`src/rtl/rca_pkg.sv`:
```
// Shared definitions for the 8-bit ripple-carry add/sub response checker.
//  - W         : adder operand width (result z is W+1 bits)
//  - state_t   : checker run-control states
//  - rca_golden: reference add/sub returning {exp_c, exp_z}
package rca_pkg;

   localparam int W = 8;

   typedef enum logic [1:0] {
      S_IDLE  = 2'd0,
      S_RUN   = 2'd1,
      S_DRAIN = 2'd2,
      S_DONE  = 2'd3
   } state_t;

   // Reference result of the add/sub unit. Subtraction wraps modulo
   // 2**(W+1); its carry is that of a + ~b + 1, i.e. "no borrow" (a >= b).
   function automatic logic [W+1:0] rca_golden(
      input logic [W-1:0] a,
      input logic [W-1:0] b,
      input logic         sub
   );
      logic [W:0] ext_a_s;
      logic [W:0] ext_b_s;
      logic [W:0] exp_z_s;
      logic       exp_c_s;
      ext_a_s = {1'b0, a};
      ext_b_s = {1'b0, b};
      if (sub) begin
         exp_z_s = ext_a_s - ext_b_s;
         exp_c_s = (a >= b);
      end else begin
         exp_z_s = ext_a_s + ext_b_s;
         exp_c_s = exp_z_s[W];
      end
      return {exp_c_s, exp_z_s};
   endfunction

endpackage

```
`src/rtl/rca8_golden.sv`:
```
// Combinational golden model of the add/sub unit.
// Ports:
//  a, b   in  W     operands
//  sub    in  1     0 = add, 1 = subtract
//  exp_z  out W+1   expected result
//  exp_c  out 1     expected carry-out
module rca8_golden
   import rca_pkg::*;
(
   input  logic [W-1:0] a,
   input  logic [W-1:0] b,
   input  logic         sub,
   output logic [W:0]   exp_z,
   output logic         exp_c
);

   logic [W+1:0] gold_s;

   assign gold_s = rca_golden(a, b, sub);
   assign exp_z  = gold_s[W:0];
   assign exp_c  = gold_s[W+1];

endmodule

```
`config.mk`:
```
export PLATFORM = sky130hd
export DESIGN_NAME = rca8_golden
export DESIGN_NICKNAME = d
export VERILOG_FILES = /design/src/rtl/rca_pkg.sv /design/src/rtl/rca8_golden.sv
export SDC_FILE = /design/constraint.sdc
export NUM_CORES = 1
export LEC_CHECK = 0
export ABC_AREA = 0
export CAP_MARGIN = 15
export CELL_PAD_IN_SITES_DETAIL_PLACEMENT = 1
export CELL_PAD_IN_SITES_GLOBAL_PLACEMENT = 2
export CORE_MARGIN = 10
export CORE_UTILIZATION = 26
export DETAILED_ROUTE_END_ITERATION = 8
export PLACE_DENSITY = 0.92
export SLEW_MARGIN = 10
export SYNTH_ARGS = -nofsm -noshare
export SYNTH_HDL_FRONTEND = slang
export SYNTH_SLANG_ARGS = --single-unit
```
`constraint.sdc`:
```
create_clock -name vclk -period 3.65
set_input_delay 1.095 -clock vclk [all_inputs]
set_output_delay 1.095 -clock vclk [all_outputs]
set_load 0.03 [all_outputs]
```
After elaboration in Yosys (flattened, before gate mapping)
Index checks and enable logic that the tools add are counted.
{ "totals": {"ff_bits": 0, "input_bits": 17, "out_inout_bits": 10, "elab_cells": 5} }
{ "op_classes": {"n_addsub": 2, "magnitude_cmp": 1, "n_mux": 2} }
{ "op_table": {"columns": ["cell", "n"], "rows": [
  ["adder 8 x 8 -> 9 bit", 1],
  ["two-way mux 9 bit", 1],
  ["subtractor 8 x 8 -> 9 bit", 1],
  ["greater-or-equal comparator 8 bit", 1],
  ["two-way mux 1 bit", 1]
]} }

Longest topological paths before layout
Gate-level depths: netlist of the first run.
{ "logic_depth": {"word_depth": 2, "depth_mapped": 8, "depth_no_buf": 8} }

Worst setup path after synthesis of the first run
OpenSTA, ideal clock, no wires.
{ "synth_path": {"kind": "input -> output", "from": "in a[0]", "to": "out exp_z[6]", "arrival_ns": 2.728, "required_time_ns": 2.555, "setup_slack_ns": -0.173, "stages": 8, "path_buffers": 0, "path_cell_list": "inv_1 > ha_1 > fa_1 > nor2b_1 > o21ai_0 > a21boi_0 > o211ai_1 > xnor2_1"} }
{ "synth_between": {"elab_chain_cells": 2, "elab_cells_between_ends": 3, "classes_between": "add/sub: 2; mux: 1"} }
{ "synth_rtl": {"columns": ["element", "line_no", "text"], "rows": [
  ["from (decl)", "rca8_golden.sv:10", "input logic [W-1:0] a,"],
  ["adder 8 x 8 -> 9 bit or subtractor 8 x 8 -> 9 bit (tied branches)", "rca_pkg.sv:33, rca_pkg.sv:30", null],
  ["two-way mux 9 bit (*)", "rca_pkg.sv:29", "if (sub) begin"],
  ["to (decl)", "rca8_golden.sv:13", "output logic [W:0] exp_z,"]
]} }
Every way passes the cells marked *; elsewhere a longest branch is shown, timed or not.

Final worst setup path of the first run
{ "layout_path": {"from": "in b[2]", "to": "out exp_z[6]"} }
{ "layout_between": {"elab_chain_cells": 2, "elab_cells_between_ends": 3, "classes_between": "add/sub: 2; mux: 1"} }
{ "layout_rtl": {"columns": ["element", "line_no", "text"], "rows": [
  ["from (decl)", "rca8_golden.sv:11", "input logic [W-1:0] b,"],
  ["adder 8 x 8 -> 9 bit or subtractor 8 x 8 -> 9 bit (tied branches)", "rca_pkg.sv:33, rca_pkg.sv:30", null],
  ["two-way mux 9 bit (*)", "rca_pkg.sv:29", null]
]} }
Marked as above.

==> flow_metrics.py, run 1 <==
metrics = {
    "placed_design": {
        "gp_congestion": 0.876,
        "dp.cells": 200,
        "hpwlAfterDp_um": 2600,
        "place_ws_ns": -1.04,
        "io_buffers": 27,
    },
    "pwr": {
        "clock_power_share_pct": 0,
        "power_density_mw_per_mm2": 207,
        "share_seq_of_total_power_pct": 0,
        "ir_drop_mv": 0.0952,
        "power.internal_w": 0.000168,
        "swShare_pct": 51.3,
        "power_switching_w": 0.000177,
        "combPwrFrac_pct": 100.0,
        "p_leak_nw": 0.756,
    },
    "synthesis": {
        "syn_inst": 113,
        "ys_seq_area_share_pct": 0,
        "synth_area_um2": 806,
        "syn_area_per_cell_um2": 7.13,
        "synth-warning-count": 0,
        "syn_nets": 148,
        "ys_types": 41,
    },
    "floorplan": {
        "die_x_um": 75.7,
        "io_pins": 27,
        "start_util_pct": 26.8,
        "core_region_area_mm2": 0.00300,
        "die_h_um": 75.7,
        "die_area_mm2": 0.00573,
        "rows": 20,
    },
    "outcome": {
        "violations": "negative setup slack",
        "status": "complete, but fails checks",
    },
    "detailed_routing": {
        "antenna_left": 0,
        "first_pass_iters": 4,
        "wl_per_cell_um": 19.5,
        "via_count": 1107,
        "drc_errors": 0,
        "routed_wl_um": 4100,
        "avgViaCountPerCell": 5.27,
        "drtIter0Drc": 62,
    },
    "sta": {
        "fmax_ghz": 0.260,
        "relSlewSlack_pct": 75.7,
        "period_share_pct": 105,
        "fin_ws_ns": -0.193,
        "finalSetupViolCount": 6,
        "slew_violations": 0,
        "final-hold-violation-count": 0,
        "rsz0062_at_grt": "yes",
        "worstMarginPinSlew_ns": 0.363,
        "period_needed_ns": 3.84,
    },
    "worst_setup_path": {
        "crit_type": "primary input to output pin",
        "cp_data_required_time_ns": 2.55,
        "startpoint": "b[2]",
        "critical_path.cell_chain": "buf_8 -> inv_4 -> ha_4 -> buf_4 -> nor2b_2 -> o21ai_2 -> a21boi_1 -> o211ai_1 -> xnor2_2 -> buf_6",
        "path_max_fanout": 6,
        "crit_path_end_kind": "output pin",
        "cp-start-kind": "primary input",
        "critPathSlowestCell": "o211ai_1",
        "arrival_ns": 2.75,
        "critPathMaxStageDelay_ns": 0.34,
    },
    "finish": {
        "multiInputGateArea_um2": 970,
        "design.seq.count": 0,
        "seqCellArea_um2": 0,
        "fin_cells": 210,
        "drive_gt1_share_pct": 64.4,
        "fillers": 357,
        "nNetsFinal": 214,
        "areaGrowthSynthToFinish_pct": 107,
        "n_antenna_cell": 0,
        "num-clock-buffers": 0,
    },
    "hold_path": {
        "hold_class": "primary input to output pin",
        "min_to": "exp_z[0]",
        "worstHoldStart": "b[0]",
        "hold_path_depth": 4,
    },
    "grt": {
        "grt_overflow": 0,
        "grt_util_all_layers_pct": 13.3,
        "grt_max_degree": 13,
        "first_global_vias": 1305,
        "grt_pass1_wl_um": 6140,
        "antenna_found_initial": 0,
    },
    "job": {
        "drv_cap": 0,
    },
}
cell families (layout without fill, tap and decap cells):
| logic type | Yosys count | in the layout | synth area share (%) |
|---|---|---|---|
| and+or+nand+nor | 33 | 33 | 22.4 |
| adders and majority gates | 18 | 18 | 29.8 |
| AOI/OAI and AO/OA | 34 | 34 | 29.5 |
| buffers and inverters | 22 | 86 | 11.6 |
| muxes | 1 | 1 | 1.24 |
| xor gates and xnor gates | 5 | 5 | 5.44 |
area by class of cell:
class	count	share of cell area (%)
multi-input cells	91	58.2
well taps	33	2.48
repair buffers	71	35.5
inverters	15	3.83
layout by cell type, fill, tap and decap left out, drive strengths merged, types with 2 or more instances in the layout:
| cell | n |
|---|---|
| nor3 | 5 |
| nand2 | 3 |
| xnor2 | 3 |
| a21oi | 13 |
| fa | 2 |
| a221o | 2 |
| buf | 66 |
| ha | 16 |
| inv | 15 |
| dlygate4sd2 | 3 |
| clkbuf | 2 |
| nor2b | 4 |
| nor2 | 7 |
| nand4 | 2 |
| nand2b | 5 |
| o21ai | 6 |
| xor2 | 2 |
synthesized netlist by cell type (2+ instances only):
master    instances  area share, %
a21oi_1          12            7.5
a221o_1           2            2.5
buf_2             2            1.2
clkbuf_1          3            1.4
fa_1              2            5.0
ha_1             16             25
inv_1            15            7.0
nand2_1           3            1.4
nand2b_1          5            3.9
nand4_1           2            1.6
nor2_1            7            3.3
nor2b_1           3            2.3
nor3_1            5            3.1
o21ai_0           6            3.7
xnor2_1           3            3.3
xor2_1            2            2.2
power by group through the flow:
stage                     clock network (W)  registers, W  logic [W]
final                                     0             0   0.000345
after floorplan                           0             0   0.000150
after global routing                      0             0   0.000366
after detailed placement                  0             0   0.000265
after CTS                                 0             0   0.000316
after global placement                    0             0   0.000257
routing by layer:
metal,part of all wire (%),GRT usage [%],up-vias
met1,41,15.8,549
li1,-,-,524
met5,0,0,-
met4,1.9,1.86,0
met2,54,25.8,28
met3,2.5,0.651,6
worst max-delay path: cells and delay by family:
kind	cells	cell delay [ns]
compound gates	3	0.68
xor+xnor	1	0.16
fa+ha+maj	1	0.22
buf+inv	4	0.44
simple gates	1	0.14
what timing repair did:
item	in CTS	in global routing
setup endpoints to repair	9	7
setup buffers	7	3
pin swaps	29	18
resized for setup	126	19
hold buffers	0	0
stage by stage:
stage	instance area (um2)	total power (W)	hold slack (ns)	setup TNS [ns]	util [%]
2_1_floorplan	831	0.000150	2.43	-0.0119	-
3_3_place_gp	1340	0.000257	3.02	-5.06	44.5
3_5_place_dp	1340	0.000265	3.05	-5.62	44.5
4_1_cts	1610	0.000316	2.61	-0.533	53.5
5_1_grt	1670	0.000366	2.62	-1.13	55.5
6_report	1670	0.000345	2.60	-0.757	55.5
worst max path at each step:
stage / end / slack, ns / cells past startpoint
after floorplan: exp_z[6] / -0.01 / 8
after global placement: exp_c / -0.99 / 9
after detailed placement: exp_c / -1.04 / 9
after CTS: exp_z[7] / -0.18 / 10
after global routing: exp_z[7] / -0.25 / 10
final: exp_z[6] / -0.19 / 10
(Power assumes the default switching activity.)
==> run 2, diff against run 1 <==
--- a/config.mk
+++ b/config.mk
@@ -9,11 +9,10 @@
 export CAP_MARGIN = 15
 export CELL_PAD_IN_SITES_DETAIL_PLACEMENT = 1
 export CELL_PAD_IN_SITES_GLOBAL_PLACEMENT = 2
-export CORE_MARGIN = 10
 export CORE_UTILIZATION = 26
 export DETAILED_ROUTE_END_ITERATION = 8
 export PLACE_DENSITY = 0.92
-export SLEW_MARGIN = 10
+export SLEW_MARGIN = 5
 export SYNTH_ARGS = -nofsm -noshare
 export SYNTH_HDL_FRONTEND = slang
 export SYNTH_SLANG_ARGS = --single-unit
==> flow_metrics.py, run 2 (synthesis gave the netlist of run 1 again) <==
metrics = {
    "worst_setup_path": {
        "critPathMaxStageDelay_ns": 0.31,
        "path_max_fanout": 5,
        "crit_family": "compound AO/OA/AOI/OAI gates",
        "arrival_ns": 2.76,
        "crit_top_cell": "buf_6",
        "critical_path.cell_chain": "buf_8 -> inv_4 -> ha_4 -> a21oi_4 -> a21oi_2 -> a211o_1 -> buf_6 -> a221oi_4 -> xnor2_2 -> buf_6",
        "cp_data_required_time_ns": 2.55,
        "crit_type": "primary input to output pin",
        "cp-start-kind": "primary input",
        "path_buf_inv": 4,
        "critPathSlowestCell": "a211o_1",
        "crit_path_end_kind": "output pin",
    },
    "detailed_routing": {
        "via_count": 1118,
        "antenna_left": 0,
        "avgViaCountPerCell": 5.32,
        "wl_per_cell_um": 19.0,
        "drtIter0Drc": 35,
        "routed_wl_um": 4000,
        "first_pass_iters": 6,
        "drc_errors": 2,
    },
    "pwr": {
        "p_leak_nw": 0.776,
        "finalPower_w": 0.000360,
        "power_density_mw_per_mm2": 208,
        "ir_drop_mv": 0.115,
    },
    "finish": {
        "areaGrowthSynthToFinish_pct": 115,
        "nNetsFinal": 216,
        "drive_gt1_share_pct": 67.0,
        "n_antenna_cell": 0,
        "design.seq.count": 0,
        "num-clock-buffers": 0,
        "seqCellArea_um2": 0,
        "fillers": 327,
        "fin_cells": 210,
        "final_common_cell": "buf_4",
        "final_cell_mix": "buf_4, buf_6, ha_4",
    },
    "grt": {
        "grt_pass1_wl_um": 6440,
        "first_global_vias": 1338,
        "grt_overflow": 0,
        "grt_max_degree": 11,
        "grt_util_all_layers_pct": 24.9,
        "antenna_found_initial": 0,
    },
    "outcome": {
        "status": "complete, but fails checks",
        "violations": "design-rule violations, negative setup slack",
    },
    "floorplan": {
        "die_h_um": 57.7,
        "start_util_pct": 28.2,
        "rows": 19,
        "die_area_mm2": 0.00333,
        "core_region_area_mm2": 0.00285,
        "io_pins": 27,
        "die_x_um": 57.7,
    },
    "sta": {
        "relSlewSlack_pct": 77.4,
        "finalSetupViolCount": 7,
        "period_needed_ns": 3.85,
        "slew_violations": 0,
        "rsz0062_at_grt": "yes",
        "fmax_ghz": 0.260,
        "setup_tns_ns": -0.813,
        "final-hold-violation-count": 0,
        "period_share_pct": 105,
        "fin_ws_ns": -0.200,
        "worstMarginPinSlew_ns": 0.336,
    },
    "placed_design": {
        "hpwlAfterDp_um": 2510,
        "dp.cells": 200,
        "place_ws_ns": -1.05,
        "gp_congestion": 0.851,
        "io_buffers": 27,
    },
    "hold_path": {
        "min_to": "exp_z[0]",
        "worstHoldStart": "b[0]",
        "hold_class": "primary input to output pin",
        "hold_path_depth": 4,
    },
    "job": {
        "drv_cap": 0,
    },
    "cts": {
        "ctsHoldBuffers": 0,
    },
}
## run 2: power by group
group / internal, W / total [W] / switching, W
clock network: 0 / 0 / 0
registers: 0 / 0 / 0
logic: 0.000180 / 0.000360 / 0.000181
## run 2: routing by layer
| metal | GRT usage, % | routed length [um] | up-vias |
|---|---|---|---|
| met5 | 0 | 0 | - |
| met4 | 7.82 | 94 | 0 |
| met3 | 0.893 | 134 | 9 |
| met2 | 50.8 | 2310 | 35 |
| met1 | 27.2 | 1460 | 543 |
| li1 | - | - | 531 |
## run 2: how the worst max path moves through the flow
| stage | from | endpoint | slack, ns | cells after the start |
|---|---|---|---|---|
| global placement | a[0] | exp_c | -0.95 | 9 |
| detailed placement | b[0] | exp_c | -1.05 | 9 |
| CTS | b[2] | exp_z[7] | -0.16 | 10 |
| global route | b[2] | exp_z[7] | -0.23 | 10 |
| finish | b[2] | exp_z[7] | -0.20 | 10 |
| floorplan | a[0] | exp_z[6] | -0.01 | 8 |
## run 2: repair_timing
item                       in CTS  in global routing
setup buffers                   6                  4
pin swaps                      26                 17
resized for setup             141                 11
setup endpoints to repair       9                  7
## run 2: stage by stage
| step | instance area [um2] | util (%) | hold WS (ns) |
|---|---|---|---|
| after floorplan | 831 | - | 2.43 |
| after global placement | 1350 | 47.3 | 3.02 |
| after detailed placement | 1350 | 47.3 | 3.05 |
| after CTS | 1680 | 58.8 | 2.60 |
| after global routing | 1730 | 60.8 | 2.61 |
| final | 1730 | 60.8 | 2.60 |
## run 2: final cells by class
cell class | instances | area [um2] | area share (%)
inverters | 15 | 63.8 | 3.68
well taps | 31 | 38.8 | 2.24
multi-input cells | 91 | 996 | 57.4
repair buffers | 73 | 636 | 36.7
## run 2: worst min-delay path, stage by stage
cell and delay (ns):
buf_8 0.09, ha_4 0.13, inv_1 0.03, buf_4 0.15
==> run 3, diff against run 2 <==
--- a/config.mk
+++ b/config.mk
@@ -9,10 +9,11 @@
 export CAP_MARGIN = 15
 export CELL_PAD_IN_SITES_DETAIL_PLACEMENT = 1
 export CELL_PAD_IN_SITES_GLOBAL_PLACEMENT = 2
-export CORE_UTILIZATION = 26
+export CORE_UTILIZATION = 28
 export DETAILED_ROUTE_END_ITERATION = 8
-export PLACE_DENSITY = 0.92
+export PLACE_DENSITY = 0.95
 export SLEW_MARGIN = 5
 export SYNTH_ARGS = -nofsm -noshare
 export SYNTH_HDL_FRONTEND = slang
 export SYNTH_SLANG_ARGS = --single-unit
+export TNS_END_PERCENT = 30
==> constraint.sdc (replaced) <==
create_clock -name vclk -period 4.9
set_input_delay 1.47 -clock vclk [all_inputs]
set_output_delay 1.47 -clock vclk [all_outputs]
set_load 0.03 [all_outputs]
==> flow_metrics.py, run 3 (synthesis gave the netlist of run 1 again) <==
metrics = {
    "detailed_routing": {
        "wl_per_cell_um": 18.2,
        "via_count": 1065,
        "antenna_left": 0,
        "avgViaCountPerCell": 5.33,
        "drc_errors": 0,
        "routed_wl_um": 3640,
        "drtIter0Drc": 10,
        "first_pass_iters": 4,
    },
    "grt": {
        "first_global_vias": 1149,
        "grt_pass1_wl_um": 4960,
        "grt_util_all_layers_pct": 19.5,
        "antenna_found_initial": 0,
        "use_met1_pct": 23.0,
        "grtUsageMet3_pct": 1.63,
        "grt_overflow": 0,
        "busiest_layer": "met2",
        "grt_max_degree": 14,
        "grt_use_met2_pct": 37.9,
    },
    "cts": {
        "ctsHoldBuffers": 0,
    },
    "placed_design": {
        "io_buffers": 27,
        "gp_congestion": 0.802,
        "place_ws_ns": -0.623,
        "hpwlAfterDp_um": 2550,
    },
    "finish": {
        "fillers": 336,
        "utilization_pct": 53.4,
        "drive_gt1_share_pct": 41.4,
        "areaGrowthSynthToFinish_pct": 81.1,
        "nNetsFinal": 206,
        "seqCellArea_um2": 0,
        "multiInputGateArea_um2": 823,
        "final_common_cell": "buf_4",
        "n_antenna_cell": 0,
        "num-clock-buffers": 0,
        "final_cell_mix": "buf_4, inv_1, a21oi_1",
        "design.seq.count": 0,
    },
    "floorplan": {
        "core_region_area_mm2": 0.00273,
        "io_pins": 27,
        "die_h_um": 55.6,
        "die_x_um": 55.6,
        "rows": 19,
        "die_area_mm2": 0.00310,
        "start_util_pct": 29.5,
    },
    "outcome": {
        "status": "complete, no violations",
    },
    "pwr": {
        "ir_drop_mv": 0.0860,
        "finalPower_w": 0.000217,
        "power_switching_w": 0.000114,
        "combPwrFrac_pct": 100.0,
        "share_seq_of_total_power_pct": 0,
        "p_leak_nw": 0.742,
        "clock_power_share_pct": 0,
        "swShare_pct": 52.7,
        "power_density_mw_per_mm2": 149,
        "power.internal_w": 0.000103,
    },
    "sta": {
        "worstMarginPinSlew_ns": 0.380,
        "period_needed_ns": 4.86,
        "slew_violations": 0,
        "finalSetupViolCount": 0,
        "relSlewSlack_pct": 74.4,
        "period_share_pct": 99.1,
        "worst_hold_slack_ns": 3.61,
        "fin_ws_ns": 0.0422,
        "final-hold-violation-count": 0,
        "setup_tns_ns": 0,
        "fmax_ghz": 0.206,
    },
    "worst_setup_path": {
        "crit_type": "primary input to output pin",
        "crit_path_end_kind": "output pin",
        "arrival_ns": 3.39,
        "cp_data_required_time_ns": 3.43,
        "path_max_fanout": 7,
        "cp-start-kind": "primary input",
    },
    "hold_path": {
        "hold_class": "primary input to output pin",
    },
    "job": {
        "drv_cap": 0,
    },
}
-- run 3: area by class of cell --
type                       count  share of cell area (%)
tap                           31                    2.66
multi-input combinational     91                    56.4
timing repair buffer          63                    37.0
inverter                      15                    3.86
-- run 3: metrics by stage --
step	std cells	area (um2)
detailed placement	198	1310
global placement	198	1310
global route	200	1460
finish	200	1460
CTS	198	1380
floorplan	113	806
-- run 3: critical path: stages --
cell             delay, ns
clkdlybuf4s50_1       0.52
ha_4                  0.25
nor2b_4               0.12
buf_4                 0.12
o31ai_1               0.06
a221o_1               0.31
a221oi_2              0.21
xnor2_1               0.14
buf_4                 0.18
-- run 3: final timing paths --
path / slack, ns / depth (start not counted) / to / startpoint
min: 3.61 / 5 / exp_z[3] / a[3]
max: 0.04 / 9 / exp_z[7] / a[6]
-- run 3: metal layers --
metal  vias up  share of wire [%]
li1        510                  -
met1       506                 40
met3        10                4.5
met4         0                2.6
met5         -                  0
met2        39                 53
-- run 3: power by group through the flow --
stage	Clock [W]	Combinational (W)	Sequential (W)
final	0	0.000217	0
after global routing	0	0.000231	0
after CTS	0	0.000204	0
after global placement	0	0.000186	0
after detailed placement	0	0.000193	0
after floorplan	0	0.000105	0
-- run 3: repair_timing --
item	in CTS	in global routing
buffers inserted	0	2
resized for setup	28	21
pin swaps	7	11
endpoints found under the setup margin	6	6
